<file path="src/rtl/ram_arbiter.sv">
// ram_arbiter: two-port (fetch/data) arbiter in front of a single-port RAM with registered read data.
// Define RAM_ARB_RR_EN for round-robin arbitration; otherwise the data port wins, with a fetch starvation guard.
module ram_arbiter #(
   parameter int ADDR_WORDS = 128,
   parameter int STARVE_MAX = 4
) (
   input  logic        clk,
   input  logic        rst,
   input  logic        if_req,
   input  logic [31:0] if_addr,
   output logic        if_gnt,
   output logic        if_rvalid,
   output logic [31:0] if_rdata,
   input  logic        d_req,
   input  logic        d_we,
   input  logic [31:0] d_addr,
   input  logic [31:0] d_wdata,
   output logic        d_gnt,
   output logic        d_rvalid,
   output logic [31:0] d_rdata,
   output logic [31:0] ram_addr,
   output logic        ram_we,
   output logic [31:0] ram_wdata,
   input  logic [31:0] ram_rdata,
   output logic        err
);
   typedef enum logic [1:0] {OWN_NONE, OWN_IF, OWN_D} own_e;
   own_e own_q, own_d;
   logic oor_q, oor_d;
   logic if_oor, d_oor, if_win;
   assign if_oor = if_addr >= 32'(ADDR_WORDS);
   assign d_oor  = d_addr >= 32'(ADDR_WORDS);
`ifdef RAM_ARB_RR_EN
   logic ptr_q, ptr_d;
   assign if_win = ptr_q;
   always_comb ptr_d = (if_req && d_req) ? ~ptr_q : ptr_q;
   always_ff @(posedge clk) ptr_q <= rst ? 1'b0 : ptr_d;
`else
   localparam int WW = $clog2(STARVE_MAX + 2);
   logic [WW-1:0] wait_q, wait_d;
   assign if_win = wait_q == WW'(STARVE_MAX);
   // A withdrawn fetch request leaves no residue in the starvation count.
   always_comb wait_d = (if_gnt || !if_req) ? '0 : wait_q + 1'b1;
   always_ff @(posedge clk) wait_q <= rst ? '0 : wait_d;
`endif
   assign if_gnt    = !rst && if_req && (!d_req || if_win);
   assign d_gnt     = !rst && d_req && !if_gnt;
   assign ram_addr  = if_gnt ? if_addr : d_gnt ? d_addr : '0;
   assign ram_we    = d_gnt && d_we && !d_oor;
   assign ram_wdata = d_gnt ? d_wdata : '0;
   assign err       = (if_gnt && if_oor) || (d_gnt && d_oor);
   always_comb begin
      own_d = if_gnt ? OWN_IF : (d_gnt && !d_we) ? OWN_D : OWN_NONE;
      oor_d = if_gnt ? if_oor : d_oor;
   end
   always_ff @(posedge clk) begin
      own_q <= rst ? OWN_NONE : own_d;
      oor_q <= rst ? 1'b0 : oor_d;
   end
   assign if_rvalid = !rst && own_q == OWN_IF;
   assign d_rvalid  = !rst && own_q == OWN_D;
   assign if_rdata  = (if_rvalid && !oor_q) ? ram_rdata : '0;
   assign d_rdata   = (d_rvalid && !oor_q) ? ram_rdata : '0;
endmodule

</file>
<file path="config.mk">
export PLATFORM = sky130hd
export DESIGN_NAME = ram_arbiter
export DESIGN_NICKNAME = d
export VERILOG_FILES = /design/src/rtl/ram_arbiter.sv
export SDC_FILE = /design/constraint.sdc
export NUM_CORES = 1
export LEC_CHECK = 0
export BUFFER_PORTS_ARGS = -buffer_cell sky130_fd_sc_hd__buf_4
export CAP_MARGIN = 40
export CORE_AREA = 3 3 103 105
export CTS_BUF_LIST = sky130_fd_sc_hd__clkbuf_16
export DETAILED_ROUTE_END_ITERATION = 10
export DIE_AREA = 0 0 106 108
export GPL_ROUTABILITY_DRIVEN = 0
export PLACE_DENSITY = 0.54
export SYNTH_ARGS = -nofsm -noshare
export SYNTH_HDL_FRONTEND = slang
export SYNTH_SLANG_ARGS = --single-unit
</file>
<file path="constraint.sdc">
create_clock -name clk -period 2.2 [get_ports clk]
set_clock_uncertainty 0.1 [all_clocks]
set_input_delay 0.22 -clock clk [delete_from_list [all_inputs] [get_ports clk]]
set_output_delay 0.22 -clock clk [all_outputs]
set_load 0.005 [all_outputs]
</file>
==> key figures <==
Status
  – Status: finished clean

Yosys
  – #FFs+latches synth: 6
  – Yosys warning count: 0
  – Mux cell area share after synthesis: less than 1%
  – Leading area contributor after synthesis: and2_1
  – Largest family of logic cells by synthesized area: simple AND/OR/NAND/NOR gates
  – Post-Synth Adder-Cell Area: 1.81%
  – Synthesized area per cell: 7.09 sq um
  – Post-Synth Simple-Gate Area: about three fifths
  – Most instantiated library cell after synthesis: and2_1
  – Synth top area share: 43.4%
  – Synth cell types: 27
  – Primary FF master, synth: dfxtp_1
  – Synth Instances: between 150 and 200
  – Most frequent cells after synthesis: and2_1, a22o_1, clkbuf_1, nor4_1
  – Ys async rst share: 0%
  – Ranking of synthesized cells by area: and2_1, a22o_1, dfxtp_1
  – Synth Area in Compound Gates: between 20% and 30%
  – Xor/xnor cell area share of the yosys netlist: 0%
  – Mapped cell area: 1380 sq um
  – Syn nets: 330
  – Seq/Total Area, Yosys: 8.69%
  – EDFF count, synth: 0

Die
  – Height of the die: roughly 110 um
  – Core Rows: 36
  – Core Area: 9730 sq um
  – Initial Util: approximately 14%
  – Die width: ~110 um
  – I/O pins: 267
  – Die area: about 11000 sq um

Final layout
  – Share of layout cells above drive strength 1: 62.8%
  – Area grow syn2layout: 172%
  – Post-route cell area: ~3800 sq um
  – Nets: 602
  – Fin cells: 598
  – Diode count: 0

Global routing
  – Vias in the first global route: around 2400
  – Pin count of the biggest net entering global routing: 50
  – Gr usage total: 13.1%
  – First-pass GRT wire length: 12300 um
  – Grt total ovfl: 0
  – Antenna violations before repair: 1

Drt
  – Drt initial violations: 88
  – Residual DRC: 0
  – WL per Instance: 15.1 um
  – Antenna-violating nets left: 0
  – Via count: 2526
  – Final wirelength: 9060 um
  – Vias per cell: around 4.2
  – Router iterations before antenna repair: 4

Clocking
  – Hold buffers post-CTS: 0
  – CTS Root Cell: clkbuf_16
  – # H-tree levels: 1
  – CTS clk-pin slew, worst paths: ~0.030 ns
  – Max clock buf depth: 2
  – Cts bufs inserted: 3
  – Worst-Skew Late Latency: 0.23 ns
  – Total clock sinks: 6
  – CTS tree: done

Timing
  – FMAX: 0.471 GHz
  – Final Hold Fails: 0
  – Final Cycle Share: approximately 96%
  – Max Transition Viols Final: 0
  – Worst relative slew slack: 65.8%
  – Tmin final: 2.12 ns
  – Setup-failing EPs final: 0
  – Worst Max-Slew Pin Slew: 0.509 ns

Worst hold path
  – Hold Path Class: in2reg

Power and ir drop
  – Peak supply drop: 0.000196 V
  – PwrDens: 237 nW/um^2
  – Leakage: between 2 and 2.5 nW

Flow run
  – Max_cap viols: 0

Critical path
  – Setup crit start kind: flip-flop
  – Worst EP arrival: 1.80 ns
  – Crit path kind: reg2out
  – Critical Path End Type: primary output
  – Critical path fanouts, max: 12
  – Worst EP required: 1.88 ns

Placed design
  – HPWL Detailed: about 7500 um
  – PortBufs: about 270
  – Placed Instances: 585
  – Cell Area, Placed: roughly 3500 sq um
[cell families after synthesis]
logic type      Yosys count
compound gates           37
fa+ha+maj                 2
buf+inv                  19
flops                     6
mux                       1
simple gates            130
[stage by stage]
stage	utilization [%]	hold WS, ns	power (W)	TNS, ns	setup slack (ns)
final	38.6	0.0609	0.000892	0	0.0773
after global routing	38.6	0.0584	0.000944	-0.0857	-0.0144
after CTS	37.1	0.0594	0.000869	0	0.00196
after detailed placement	36.3	0.295	0.000570	0	0.238
after global placement	36.3	0.303	0.000568	0	0.262
after floorplan	-	0.192	0.000236	0	0.402
[area by class of cell]
class / count / area, sq um
clock buffer: 3 / 75.1
fill: 1017 / 5970
inverter: 3 / 13.8
multi-input combinational: 170 / 1170
sequential: 6 / 120
tap: 133 / 166
timing repair buffer: 283 / 2210
[timing repair]
action,in CTS,in global routing
buffers inserted,0,6
setup endpoints to repair,0,66
gates resized for setup,0,5
[report_power, final]
group	internal, W	switching (W)	total, W
Sequential	0.000113	0.00000190	0.000115
Combinational	0.000315	0.000166	0.000481
Clock	0.000233	0.0000624	0.000296
[placed cells by master (no fill, tap or decap), types with 3 or more instances in the layout]
cell       synthesis  routed
clkbuf_16          0       6
a22o_1            32      32
nor2_1             6       6
dfxtp_1            6       6
buf_4              0     276
nor4_1            10      10
nor2b_1            3       3
nor3b_1            3       3
and2_1            96      96
[critical path, cell delays in order (launching register included)]
cell and delay, ns:
dfxtp_1 0.32, inv_1 0.06, ha_2 0.20, nand2_4 0.07, a21oi_4 0.18, nand2b_4 0.18, inv_4 0.06, clkbuf_16 0.17
a22o_1 0.19, buf_4 0.13
[registers in the layout, summed over array words and instances (netlist names)]
| signal | flops |
|---|---|
| oor_q | 1 |
| own_q | 2 |
| wait_q | 3 |
[metal layers]
layer / track usage [%] / vias up / share of wire (%) / wire length [um]
met5: 0 / - / 0.12 / 11
met4: 2.31 / 2 / 0.82 / 74
met3: 4.84 / 9 / 13 / 1160
met2: 26.1 / 178 / 54 / 4850
met1: 13.1 / 1120 / 33 / 2960
li1: - / 1217 / - / -
[worst paths after layout]
kind	end	slack (ns)	from	depth (start not counted)
worst max-delay path	ram_addr[7]	0.08	wait_q[0]	9
worst min-delay path	own_q[1]	0.06	d_we	2
worst max register to register	oor_q	0.68	wait_q[0]	7
worst min register to register	wait_q[0]	0.36	wait_q[0]	1
No activity file was read; power rests on OpenSTA's default activity.
